<file path="src/rtl/pwg_1557_pkg.sv">
// Shared types and default sizes for the pwg_1557 pulse-width generator.
package pwg_1557_pkg;

  localparam int CNT_W_DEF     = 8;
  localparam int REP_W_DEF     = 4;
  localparam int MIN_WIDTH_DEF = 13;

  typedef enum logic [1:0] {
    IDLE = 2'd0,
    HIGH = 2'd1,
    LOW  = 2'd2,
    DONE = 2'd3
  } pwg_state_e;

endpackage

</file>
<file path="src/rtl/pwg_1557_cnt.sv">
// Loadable down-counter that saturates at zero; reports when it has reached zero.
module pwg_1557_cnt #(
  parameter int W = 8
) (
  input  logic         clk11m,
  input  logic         rst,
  input  logic         load,
  input  logic         dec,
  input  logic [W-1:0] val,
  output logic         zero
);

  logic [W-1:0] cnt_q;
  logic [W-1:0] cnt_d;

  // Next count: a load wins, otherwise step down and stop at zero.
  always_comb begin
    cnt_d = cnt_q;
    if (load) begin
      cnt_d = val;
    end else if (dec && (cnt_q != {W{1'b0}})) begin
      cnt_d = cnt_q - W'(1);
    end else begin
      cnt_d = cnt_q;
    end
  end

  // Count register with synchronous reset to zero.
  always_ff @(posedge clk11m) begin
    if (rst) begin
      cnt_q <= {W{1'b0}};
    end else begin
      cnt_q <= cnt_d;
    end
  end

  assign zero = (cnt_q == {W{1'b0}});

endmodule

</file>
<file path="src/rtl/pwg_1557.sv">
// Pulse-width generator: emits rep pulses of hi cycles high / lo cycles low,
// then a one-cycle done strobe. Optional build macro PWG_1557_MIN_WIDTH_CLAMP_EN
// raises short high widths to the minimum that survives the 12-cycle filter.
module pwg_1557
  import pwg_1557_pkg::*;
#(
  parameter int CNT_W = CNT_W_DEF,
  parameter int REP_W = REP_W_DEF
) (
  input  logic             clk11m,
  input  logic             rst,
  input  logic             req_valid,
  output logic             req_ready,
  input  logic [CNT_W-1:0] req_hi,
  input  logic [CNT_W-1:0] req_lo,
  input  logic [REP_W-1:0] req_rep,
  input  logic             abort,
  output logic             g,
  output logic             busy,
  output logic             done
);

  pwg_state_e       state_q, state_d;
  logic [CNT_W-1:0] hi_q, hi_d;
  logic [CNT_W-1:0] lo_q, lo_d;
  logic             abort_q, abort_d;
  logic             g_q, g_d;
  logic             busy_q, busy_d;
  logic             done_q, done_d;
  logic             ready_q, ready_d;

  logic [CNT_W-1:0] hi_eff, lo_eff;
  logic             w_load, w_dec, w_zero;
  logic [CNT_W-1:0] w_val;
  logic             r_load, r_dec, r_zero;
  logic [REP_W-1:0] r_val;

  // Promote zero widths to one cycle; optionally clamp the high width upward.
  always_comb begin
    if (req_hi == {CNT_W{1'b0}}) begin
      hi_eff = CNT_W'(1);
    end else begin
      hi_eff = req_hi;
    end
`ifdef PWG_1557_MIN_WIDTH_CLAMP_EN
    if (hi_eff < CNT_W'(MIN_WIDTH_DEF)) begin
      hi_eff = CNT_W'(MIN_WIDTH_DEF);
    end else begin
      hi_eff = hi_eff;
    end
`endif
    if (req_lo == {CNT_W{1'b0}}) begin
      lo_eff = CNT_W'(1);
    end else begin
      lo_eff = req_lo;
    end
  end

  // Sequencer next-state logic; the width counter is shared by HIGH and LOW.
  always_comb begin
    state_d = state_q;
    hi_d    = hi_q;
    lo_d    = lo_q;
    abort_d = abort_q;
    w_load  = 1'b0;
    w_dec   = 1'b0;
    w_val   = {CNT_W{1'b0}};
    r_load  = 1'b0;
    r_dec   = 1'b0;
    r_val   = {REP_W{1'b0}};
    case (state_q)
      IDLE: begin
        abort_d = 1'b0;
        if (req_valid) begin
          hi_d = hi_eff;
          lo_d = lo_eff;
          if (req_rep == {REP_W{1'b0}}) begin
            state_d = DONE;
          end else begin
            // First HIGH entry consumes one repeat.
            state_d = HIGH;
            w_load  = 1'b1;
            w_val   = hi_eff - CNT_W'(1);
            r_load  = 1'b1;
            r_val   = req_rep - REP_W'(1);
          end
        end else begin
          state_d = IDLE;
        end
      end
      HIGH: begin
        if (abort || w_zero) begin
          // Aborted pulses still get a full low gap before finishing.
          state_d = LOW;
          w_load  = 1'b1;
          w_val   = lo_q - CNT_W'(1);
          abort_d = abort_q | abort;
        end else begin
          w_dec = 1'b1;
        end
      end
      LOW: begin
        abort_d = abort_q | abort;
        if (w_zero) begin
          if (r_zero || abort_q || abort) begin
            state_d = DONE;
          end else begin
            state_d = HIGH;
            w_load  = 1'b1;
            w_val   = hi_q - CNT_W'(1);
            r_dec   = 1'b1;
          end
        end else begin
          w_dec = 1'b1;
        end
      end
      DONE: begin
        state_d = IDLE;
      end
      default: begin
        state_d = IDLE;
      end
    endcase
  end

  // Output decode from the next state so every output is a flop.
  always_comb begin
    g_d     = (state_d == HIGH);
    busy_d  = (state_d == HIGH) || (state_d == LOW);
    done_d  = (state_d == DONE);
    ready_d = (state_d == IDLE);
  end

  // State, latched request fields and registered outputs.
  always_ff @(posedge clk11m) begin
    if (rst) begin
      state_q <= IDLE;
      hi_q    <= {CNT_W{1'b0}};
      lo_q    <= {CNT_W{1'b0}};
      abort_q <= 1'b0;
      g_q     <= 1'b0;
      busy_q  <= 1'b0;
      done_q  <= 1'b0;
      ready_q <= 1'b1;
    end else begin
      state_q <= state_d;
      hi_q    <= hi_d;
      lo_q    <= lo_d;
      abort_q <= abort_d;
      g_q     <= g_d;
      busy_q  <= busy_d;
      done_q  <= done_d;
      ready_q <= ready_d;
    end
  end

  pwg_1557_cnt #(.W(CNT_W)) u_wcnt (
    .clk11m (clk11m),
    .rst    (rst),
    .load   (w_load),
    .dec    (w_dec),
    .val    (w_val),
    .zero   (w_zero)
  );

  pwg_1557_cnt #(.W(REP_W)) u_rcnt (
    .clk11m (clk11m),
    .rst    (rst),
    .load   (r_load),
    .dec    (r_dec),
    .val    (r_val),
    .zero   (r_zero)
  );

  assign g         = g_q;
  assign busy      = busy_q;
  assign done      = done_q;
  assign req_ready = ready_q;

endmodule

</file>
<file path="config.mk">
export PLATFORM = sky130hd
export DESIGN_NAME = pwg_1557
export DESIGN_NICKNAME = d
export VERILOG_FILES = /design/src/rtl/pwg_1557_pkg.sv /design/src/rtl/pwg_1557_cnt.sv /design/src/rtl/pwg_1557.sv
export SDC_FILE = /design/constraint.sdc
export NUM_CORES = 1
export LEC_CHECK = 0
export ABC_AREA = 1
export BUFFER_PORTS_ARGS = -buffer_cell sky130_fd_sc_hd__buf_4
export CAP_MARGIN = 20
export CORE_UTILIZATION = 60
export DETAILED_ROUTE_END_ITERATION = 7
export GPL_ROUTABILITY_DRIVEN = 1
export PLACE_DENSITY_LB_ADDON = 0.15
export SYNTH_ARGS = -nofsm -noshare
export SYNTH_HDL_FRONTEND = slang
export SYNTH_SLANG_ARGS = --single-unit
</file>
<file path="constraint.sdc">
create_clock -name clk11m -period 4.3 [get_ports clk11m]
set_clock_uncertainty 0.15 [all_clocks]
set_input_delay 0.215 -clock clk11m [delete_from_list [all_inputs] [get_ports clk11m]]
set_output_delay 0.215 -clock clk11m [all_outputs]
set_load 0.05 [all_outputs]
</file>
# == Yosys cells after proc, flatten, opt, wreduce, memory -nomap -nowiden ==
# Index checks and enable logic that the tools add are counted.
# word_totals
reg_bits,35
input_bits,24
out_inout_bits,4
wordCells,78
# classes
add_sub_neg,6
eq_ne,7
n_mux,34
bitwise,1
n_reduce_logical,20
# ops
operator,n
$mux 8,9
$sub 8x1->8 const B,4
$logic_not 8->1,3
$pmux 8 s3,1
$mux 4,5
$mux 1,10
$mux 2,5
$eq 2x2->1 const B,4
$logic_not 4->1,2
$pmux 2 s4,1
$reduce_bool 8->1,1
$sub 4x1->4 const B,2
$pmux 1 s3,2
$eq 2x1->1 const B,2
$logic_not 2->1,2
$logic_or 1x1->1,4
$reduce_and 2->1,2
$reduce_bool 2->1,2
$reduce_bool 4->1,1
$reduce_bool 3->1,1
$logic_and 1x1->1,2
$ne 2x2->1 const B,1
$pmux 1 s2,1
$or 1x1->1,1

# == Longest topological paths before layout ==
# Gate-level depths: netlist (run 1).
# depth
ltp_word,9
ltp_mapped,14
ltp_nobuf,14

# == Modules after synthesis ==
# A second synthesis (run 1) with hierarchy kept.
# hier_totals
hier_cells,420
hier_area_um2,2575.0
# modules_own_cells
module,n_inst,cells_each,area_each_um2,seq_area_each_um2
pwg_1557,1,278,1709.1,460.4
pwg_1557_cnt (u_wcnt),1,101,591.8,160.2
pwg_1557_cnt (u_rcnt),1,41,274.0,80.1

# == Worst setup path before layout (run 1) ==
# OpenSTA, ideal clock, no wires.
# synth_timing
path_kind,reg-to-reg
start,register u_wcnt.cnt_q[0]
end,"register ready_q, in the netlist req_ready"
setup_ps,123
arrival_ps,1754
required_ps,4027
path_slack_ps,2272
path_stages_with_launch,13
path_buffers,0
period_less_slack_ps,2028
path_cell_list,dfxtp_1 inv_1 ha_1 nand2_2 inv_2 nand2_2 nand3_1 nand2_2 o211ai_1 nand2_1 inv_1 ha_1 or2_2
# synth_via
elab_chain_len,5
word_cells_on_any_way,6
cone_classes,3 x mux; 3 x reduce/logical
# synth_lines
item,line_no,source
from (decl),pwg_1557_cnt.sv:13,logic [W-1:0] cnt_q;
from (signal assigned),pwg_1557_cnt.sv:31,cnt_q <= {W{1'b0}};
from (signal assigned),pwg_1557_cnt.sv:33,cnt_q <= cnt_d;
$logic_not 8->1 (*),pwg_1557_cnt.sv:37,assign zero = (cnt_q == {W{1'b0}});
$logic_or 1x1->1,pwg_1557.sv:92,if (abort || w_zero) begin
$mux 2,pwg_1557.sv:92,
$pmux 2 s4 (*),pwg_1557.sv:71,case (state_q)
net state_d[0],pwg_1557.sv:23,"pwg_state_e state_q, state_d;"
$logic_not 2->1 (*),pwg_1557.sv:131,ready_d = (state_d == IDLE);
net ready_d,pwg_1557.sv:30,"logic ready_q, ready_d;"
to (signal assigned),pwg_1557.sv:153,ready_q <= ready_d;
to (decl),pwg_1557.sv:30,
# The timed path passes the listed nets; every way through them passes the cells marked *.
# A chain may end at the register's enable or synchronous reset.

# == Worst setup path after layout (run 1) ==
# layout_timing
start,register state_q[0]
end,register u_wcnt.cnt_q[2]
# layout_via
elab_chain_len,4
word_cells_on_any_way,9
cone_classes,2 x eq/ne; 4 x mux; 3 x reduce/logical
# layout_lines
item,line_no,source
from (decl),pwg_1557.sv:23,
from (signal assigned),pwg_1557.sv:146,state_q <= state_d;
$eq 2x2->1 or $eq 2x1->1 (tied branches),pwg_1557.sv:71,
$pmux 1 s2,pwg_1557.sv:71,
$logic_and 1x1->1,pwg_1557_cnt.sv:21,end else if (dec && (cnt_q != {W{1'b0}})) begin
$reduce_bool 2->1 (no line),--,
# Parallel ways exist; a longest one is shown, timed or not.

==> results of run 1 <==
## power breakdown
part	total, mW	switching [mW]	internal (mW)
registers	0.379	0.0246	0.354
logic	0.284	0.180	0.104
clock network	0.270	0.124	0.146
## cells by family (layout without fill, tap and decap cells)
| logic type | after synthesis | in the layout | share of synthesized area (%) |
|---|---|---|---|
| and+or+nand+nor | 172 | 172 | 31.8 |
| adders and majority gates | 13 | 13 | 6.63 |
| buffers and inverters | 77 | 104 | 12.1 |
| xor gates and xnor gates | 14 | 14 | 5.00 |
| AOI/OAI and AO/OA | 69 | 69 | 15.9 |
| DFF | 35 | 35 | 28.6 |
## critical path, delay by kind of cell (launching register included)
family / cells / cell delay (ps)
AND/OR/NAND/NOR: 6 / 1490
buffers and inverters: 4 / 470
flip-flops: 1 / 410
adder cells (fa/ha/maj): 1 / 220
AO/OA/AOI/OAI: 1 / 180
## path summary, 6_finish.rpt
kind,end,depth (start not counted)
worst max-delay path,u_wcnt.cnt_q[2]$_SDFFE_PP0P_,12
worst min-delay path,lo_q[2]$_SDFFE_PP0P_,3
worst max register to register,u_wcnt.cnt_q[2]$_SDFFE_PP0P_,12
worst min register to register,abort_q$_SDFFE_PP0P_,2
## Yosys cell counts (all sizes together) (3+ instances only)
cell type   n  share of area, %
a211oi      3              0.92
a21oi      25               5.6
ha         13               6.6
clkbuf      7               1.1
xnor2       3               1.1
nor3        3              0.61
dfxtp      35                29
nand4      11               2.8
o21ai      32               6.7
nand2      72                12
inv        68                10
nand3      33               7.4
xor2       11               3.9
nor2       49               7.9
o211ai      3              0.92
## per-layer routing
layer	global-route usage (%)	wire, um	vias up
met5	0	0	-
met4	10.4	143	0
met3	5.52	243	14
met2	48.1	2620	51
met1	38.8	2800	1067
li1	-	-	1267
## final cells by class
type                       count  area (um^2)
multi-input combinational    268         1460
tap                           48         60.1
timing repair buffer          27          203
inverter                      69          259
clock buffer                   7         96.3
clock inverter                 1         7.51
fill                         326         1020
sequential                    35          701
## sequential cells by signal, summed over array words and instances, names as in the netlist
signal and count:
u_rcnt.cnt_q 4, state_q 2, g 1, u_wcnt.cnt_q 8, req_ready 1, abort_q 1, busy 1, lo_q 8
done 1, hi_q 8
## through the flow
| step | hold slack (ps) | std cells |
|---|---|---|
| global route | 48.1 | 455 |
| detailed placement | 300 | 447 |
| finish | 44.3 | 455 |
| global placement | 293 | 447 |
| CTS | 40.7 | 455 |
| floorplan | 143 | 380 |
==> results_dict.tcl, run 1 <==
set metrics [dict create \
    final_max_slew_viol_count 0 \
    viasPerCell 5.27 \
    postCtsHoldBufs 0 \
    tns_ps 0 \
    synthesis.area_um2 2450 \
    cap_viol_max_count 0 \
    synth.distinct_cells 34 \
    grt_pass1_wl_um 9870 \
    initial_utilization_pct 64.6 \
    avgSynthCellArea_um2 6.46 \
    cts_max_level 2 \
    hpwlAfterDp_um 4510 \
    max_slew_margin_pct 47.1 \
    r2r_slack_ps 1290 \
    slowest_delay_ps 590 \
    die_h_um 65.9 \
    cts_tree "built" \
    power_mw 0.932 \
    drt_first_pass_iters 5 \
    synth-seq-cells 35 \
    clk_pin_slew_ps 80 \
    num_vias 2399 \
    end_kind "register" \
    synth_edf_count 0 \
    timing.final.ws_setup_ps 1290 \
    crit-reg2reg-launch "state_q[0]$_SDFF_PP0_" \
    ctsRootBufferMaster "clkbuf_8" \
    drive_above_1_share_pct 12.5 \
    crit_fanout 29 \
    period_needed_ps 3010 \
    die_w_um 65.9 \
    hold_path_class "input port to register" \
    grt_max_degree 30 \
    hp-start "req_lo[2]" \
    globalRouteOverflowTotal 0 \
    wl_per_cell_um 12.8 \
    status "finished clean" \
    syn-instance-count 380 \
    crit_top_cell "inv_1" \
    finish.utilization_pct 73.3 \
    yosysWarnings 0 \
    seq_area_frac_synth_pct 28.6 \
    rsz0062_at_grt "false" \
    final_area_um2 2780 \
    antenna_cells 0 \
    drc 0 \
    leakage_nw 1.39 \
    critPathArrivalTime_ps 3060 \
    areaGrowthSynthToFinish_pct 13.4 \
    crit_chain "inv_1 > ha_1 > nand2_1 > inv_1 > nand2_1 > nand3_2 > nand2_4 > nand2_2 > o21ai_0 > inv_1 > nand2_1 > inv_1" \
    required_ps 4340 \
    cts.sinks 35 \
    fmax_mhz 332 \
    mostFrequentLayoutCells "inv_1 (67), nand2_1 (66), nor2_1 (47)" \
    clock_path_buffers 2 \
    final_common_cell "inv_1" \
    crit_path_start "state_q[0]$_SDFF_PP0_" \
    synth_ff_type "dfxtp_1" \
    setup_violations 0 \
    post_cts_buffers 0 \
    pre_cts_slack_ps 1370 \
    die_area_um2 4350 \
    syn_nets 417 \
    core_um2 3800 \
    cts_resized 0 \
    finalHoldViolCount 0 \
    port_buffers 27 \
    nets 443 \
    num_rows 22 \
    critPathSlowestCell "nand2_1" \
    antenna_found_initial 0 \
    routed_wl_um 5810 \
    placed_area_um2 2680 \
    vdd_drop_max_mv 0.201 \
    setup.worst_path.start_class "register" \
    grtUsageTotal_pct 29.6 \
    tightest_slew_ps 792 \
    clk_latency_ps 290 \
    critPathKind "register to register" \
    io_pins 28 \
    first_iter_violations 220 \
    async_flop_share_pct 0 \
    min_period_over_period_pct 70.0 \
    powerDensity_nw_per_um2 335 \
    cts_made_buffers 5 \
    antenna_left 0 \
    grt_pass1_vias 2244 \
    globalplace.congestion 0.915 \
]
Power figures use the tool's default switching activity.
==> inputs of run 2 (changes only) <==
--- a/config.mk
+++ b/config.mk
@@ -8,7 +8,7 @@
 export ABC_AREA = 1
 export BUFFER_PORTS_ARGS = -buffer_cell sky130_fd_sc_hd__buf_4
 export CAP_MARGIN = 20
-export CORE_UTILIZATION = 60
+export CORE_UTILIZATION = 53
 export DETAILED_ROUTE_END_ITERATION = 7
 export GPL_ROUTABILITY_DRIVEN = 1
 export PLACE_DENSITY_LB_ADDON = 0.15
==> constraint.sdc (replaced) <==
create_clock -name clk11m -period 2.58 [get_ports clk11m]
set_clock_uncertainty 0.15 [all_clocks]
set_input_delay 0.129 -clock clk11m [delete_from_list [all_inputs] [get_ports clk11m]]
set_output_delay 0.129 -clock clk11m [all_outputs]
set_load 0.05 [all_outputs]
==> results_dict.tcl, run 2 (same netlist as run 1, synthesis figures left out) <==
set metrics [dict create \
    cts_resized 0 \
    initial_utilization_pct 55.6 \
    globalRouteOverflowTotal 0 \
    critPathArrivalTime_ps 2290 \
    globalRoute.busiestLayer "met2" \
    cts_max_level 2 \
    cts_tree "built" \
    period_needed_ps 2260 \
    mostFrequentLayoutCells "inv_1 (67), nand2_1 (66), nor2_1 (47)" \
    io_pins 28 \
    use_met3_pct 5.77 \
    max_slew_margin_pct 60.8 \
    critPathKind "register to register" \
    drive_above_1_share_pct 12.6 \
    crit_fanout 6 \
    grtUsageTotal_pct 26.3 \
    grt_pass1_wl_um 10200 \
    clk_latency_ps 290 \
    setup.worst_path.start_class "register" \
    setup_violations 0 \
    powerDensity_nw_per_um2 563 \
    core_um2 4410 \
    hp-start "req_hi[1]" \
    finalHoldViolCount 0 \
    hpwlAfterDp_um 4530 \
    routed_wl_um 6070 \
    pre_cts_slack_ps 381 \
    grt_pass1_vias 2304 \
    r2r_slack_ps 320 \
    vdd_drop_max_mv 0.326 \
    drt_first_pass_iters 5 \
    min_period_over_period_pct 87.5 \
    drc 0 \
    antenna_left 0 \
    timing.final.ws_setup_ps 323 \
    r2r-end "req_ready$_SDFF_PP1_" \
    viasPerCell 5.24 \
    num_vias 2467 \
    tns_ps 0 \
    globalplace.congestion 1.01 \
    antenna_cells 0 \
    first_iter_violations 161 \
    port_buffers 27 \
    die_h_um 70.0 \
    grt_max_degree 29 \
    gr-usage-met1_pct 33.5 \
    final_common_cell "inv_1" \
    cap_viol_max_count 0 \
    status "finished clean" \
    ctsRootBufferMaster "clkbuf_8" \
    hold_path_class "input port to register" \
    required_ps 2610 \
    top_regs "hi_q (8), lo_q (8), u_wcnt.cnt_q (8)" \
    rsz0062_at_grt "false" \
    cts_made_buffers 5 \
    num_rows 24 \
    areaGrowthSynthToFinish_pct 18.9 \
    fmax_mhz 443 \
    wl_per_cell_um 12.9 \
    hold_end "hi_q[1]$_SDFFE_PP0P_" \
    die_area_um2 4910 \
    nets 455 \
    hold_path_depth 3 \
    post_cts_buffers 0 \
    tightest_slew_ps 588 \
    met2_usage_pct 43.3 \
    clk_pin_slew_ps 70 \
    final_max_slew_viol_count 0 \
    leakage_nw 1.45 \
    antenna_found_initial 0 \
    fill_cells 394 \
    postCtsHoldBufs 10 \
    cts.sinks 35 \
    clock_path_buffers 2 \
    reg2regPathDepth 12 \
    crit-reg2reg-launch "u_wcnt.cnt_q[0]$_SDFFE_PP0P_" \
    die_w_um 70.0 \
    end_kind "register" \
]
[run 2: changes by cell type in the layout (fill, tap and decap cells not counted)]
cell,before,now
clkinv_2,0,1
dlygate4sd3_1,0,10
clkbuf_8,7,6
clkinvlp_4,1,0
bufinv_16,0,1
buf_4,27,29
[run 2: area by class of cell]
cell class                      count  area, um^2  area share, %
Clock buffer                        6        82.6           2.83
Clock inverter                      2        35.0           1.20
Inverter                           69         259           8.88
Multi-Input combinational cell    268        1460           49.9
Sequential cell                    35         701           24.0
Tap cell                           52        65.1           2.23
Timing Repair Buffer               39         318           10.9
[run 2: per-stage QoR]
stage          utilization, %  instance area [um^2]  total power, mW  hold WS (ps)  std cells
2_1_floorplan               -                  2450            0.991          57.5        380
3_3_place_gp             61.1                  2700             1.10           249        453
3_5_place_dp             61.1                  2700             1.11           267        453
4_1_cts                  66.1                  2920             1.64         0.257        471
5_1_grt                  66.1                  2920             1.75          18.3        471
6_report                 66.1                  2920             1.64         0.570        471
[run 2: power by group]
part	switching, mW	total [mW]	internal, mW
sequential	0.0388	0.629	0.590
combinational	0.304	0.491	0.187
clock	0.208	0.521	0.313
[run 2: layer usage]
layer | part of all wire [%] | routed length, um
met3 | 5.0 | 304
met2 | 47 | 2870
met4 | 2.8 | 171
met1 | 45 | 2720
met5 | 0 | 0
[run 2: how the worst max path moves through the flow]
stage,start,endpoint,slack [ps],cells past startpoint
after CTS,u_wcnt.cnt_q[0]$_SDFFE_PP0P_,req_ready$_SDFF_PP1_,330,12
after floorplan,u_wcnt.cnt_q[0]$_SDFFE_PP0P_,req_ready$_SDFF_PP1_,550,12
after global routing,u_wcnt.cnt_q[0]$_SDFFE_PP0P_,req_ready$_SDFF_PP1_,180,12
after global placement,u_wcnt.cnt_q[0]$_SDFFE_PP0P_,req_ready$_SDFF_PP1_,460,12
after detailed placement,u_wcnt.cnt_q[0]$_SDFFE_PP0P_,req_ready$_SDFF_PP1_,380,12
final,u_wcnt.cnt_q[0]$_SDFFE_PP0P_,req_ready$_SDFF_PP1_,320,12
[run 2: worst max-delay path, cell delays in order (launching register included)]
cell and delay [ps]:
dfxtp_1 330, inv_1 80, ha_1 250, nand2_2 130
inv_2 50, nand2_2 100, nand3_1 110, nand2_2 170
o211ai_1 110, nand2_1 130, inv_1 80, ha_1 190
or2_2 260
==> inputs of run 3 (changes only) <==
--- a/config.mk
+++ b/config.mk
@@ -8,6 +8,7 @@
 export ABC_AREA = 1
 export BUFFER_PORTS_ARGS = -buffer_cell sky130_fd_sc_hd__buf_4
 export CAP_MARGIN = 20
+export CORE_ASPECT_RATIO = 1.25
 export CORE_UTILIZATION = 53
 export DETAILED_ROUTE_END_ITERATION = 7
 export GPL_ROUTABILITY_DRIVEN = 1
==> results_dict.tcl, run 3 (same netlist as run 1, synthesis figures left out) <==
set metrics [dict create \
    fmax_mhz 454 \
    finalHoldViolCount 1 \
    first_iter_violations 125 \
    fin_hold_ws_ps -1.86 \
    num_vias 2498 \
    pre_cts_slack_ps 411 \
    violations "negative hold slack" \
    ctsRootBufferMaster "clkbuf_8" \
    cts_max_level 2 \
    final_max_slew_viol_count 0 \
    num_rows 27 \
    min_period_over_period_pct 85.3 \
    grt_pass1_vias 2290 \
    combinationalPowerShare_pct 30.9 \
    clk_pin_slew_ps 70 \
    post_cts_buffers 0 \
    netSwitchingFraction_pct 34.6 \
    cap_viol_max_count 0 \
    wl_per_cell_um 12.3 \
    final_area_um2 2890 \
    initial_utilization_pct 55.4 \
    core_um2 4430 \
    die_w_um 62.9 \
    seq_power_share_pct 40.4 \
    crit_fanout 4 \
    top_regs "hi_q (8), lo_q (8), u_wcnt.cnt_q (8)" \
    cts.sinks 35 \
    drive_above_1_share_pct 12.7 \
    mostFrequentLayoutCells "inv_1 (67), nand2_1 (66), nor2_1 (47)" \
    drt_first_pass_iters 4 \
    fill_cells 430 \
    p_int_mw 1.02 \
    antenna_found_initial 0 \
    pwr-share-clk_pct 28.7 \
    setup.worst_path.start_class "register" \
    tightest_slew_ps 615 \
    status "complete, but fails checks" \
    antenna_left 0 \
    nets 453 \
    io_pins 28 \
    rsz0062_at_grt "false" \
    grt_max_degree 29 \
    multiInputGateArea_um2 1460 \
    clk_latency_ps 290 \
    timing.final.ws_setup_ps 378 \
    critPathArrivalTime_ps 2230 \
    grt_pass1_wl_um 9600 \
    hpwlAfterDp_um 4470 \
    drc 0 \
    tns_ps 0 \
    required_ps 2610 \
    period_needed_ps 2200 \
    port_buffers 27 \
    vdd_drop_max_mv 0.358 \
    r2r_slack_ps 380 \
    routed_wl_um 5820 \
    globalplace.congestion 0.887 \
    setup_violations 0 \
    final-seq-area_um2 701 \
    areaGrowthSynthToFinish_pct 17.8 \
    leakage_nw 1.43 \
    viasPerCell 5.26 \
    globalRouteOverflowTotal 0 \
    hold_path_class "input port to register" \
    die_h_um 78.1 \
    switchingPower_mw 0.539 \
    antenna_cells 0 \
    final_common_cell "inv_1" \
    powerDensity_nw_per_um2 538 \
    grtUsageTotal_pct 24.7 \
    placed_area_um2 2710 \
    die_area_um2 4910 \
    cts_made_buffers 5 \
    critPathKind "register to register" \
    cts_tree "built" \
    clock_path_buffers 2 \
    max_slew_margin_pct 59.0 \
    end_kind "register" \
]
## run 3: critical path, stage by stage (launching register included)
cell and delay, ps:
dfxtp_1 310, inv_1 110, ha_1 230, nand2_2 110, inv_2 70, nand2_2 70, nand2_1 90, nand2_1 120
o211ai_1 130, nand2_1 90, nand2_1 90, inv_1 80, ha_1 170, or2_2 260
## run 3: routing by layer
layer  track usage, %  part of all wire, %
met1             28.0                   44
met2             45.0                   51
met3             3.78                  3.6
met4             11.2                  1.6
met5                0                    0
## run 3: timing repair
item	in CTS	in global routing
endpoints found under the hold margin	18	0
hold buffers	8	0
resized for setup	0	0
setup endpoints to repair	0	0
## run 3: path summary, 6_finish.rpt
kind,depth (start not counted),start,end
worst max register to register,13,u_wcnt.cnt_q[0]$_SDFFE_PP0P_,req_ready$_SDFF_PP1_
worst max-delay path,13,u_wcnt.cnt_q[0]$_SDFFE_PP0P_,req_ready$_SDFF_PP1_
worst min-delay path,3,req_lo[5],lo_q[5]$_SDFFE_PP0P_
worst min register to register,2,abort_q$_SDFFE_PP0P_,abort_q$_SDFFE_PP0P_
## run 3: final cells by class
class / count / area share [%]
Inverter: 69 / 8.96
Timing Repair Buffer: 37 / 10.3
Multi-Input combinational cell: 268 / 50.4
Clock buffer: 7 / 3.33
Sequential cell: 35 / 24.2
Tap cell: 58 / 2.51
Clock inverter: 1 / 0.260
## run 3: stage by stage
stage | util [%] | instances | hold slack, ps | power (mW)
finish | 65.3 | 475 | -1.86 | 1.56
global route | 65.3 | 475 | 17.7 | 1.66
CTS | 65.3 | 475 | 0.372 | 1.57
detailed placement | 61.2 | 459 | 265 | 1.11
global placement | 61.2 | 459 | 261 | 1.10
floorplan | - | 380 | 57.5 | 0.991
## run 3: power groups by stage
| stage | Combinational [mW] | Sequential (mW) | Clock (mW) |
|---|---|---|---|
| after global placement | 0.462 | 0.640 | 0 |
| after floorplan | 0.347 | 0.645 | 0 |
| after global routing | 0.544 | 0.635 | 0.478 |
| after detailed placement | 0.468 | 0.641 | 0 |
| final | 0.481 | 0.628 | 0.447 |
| after CTS | 0.481 | 0.628 | 0.459 |
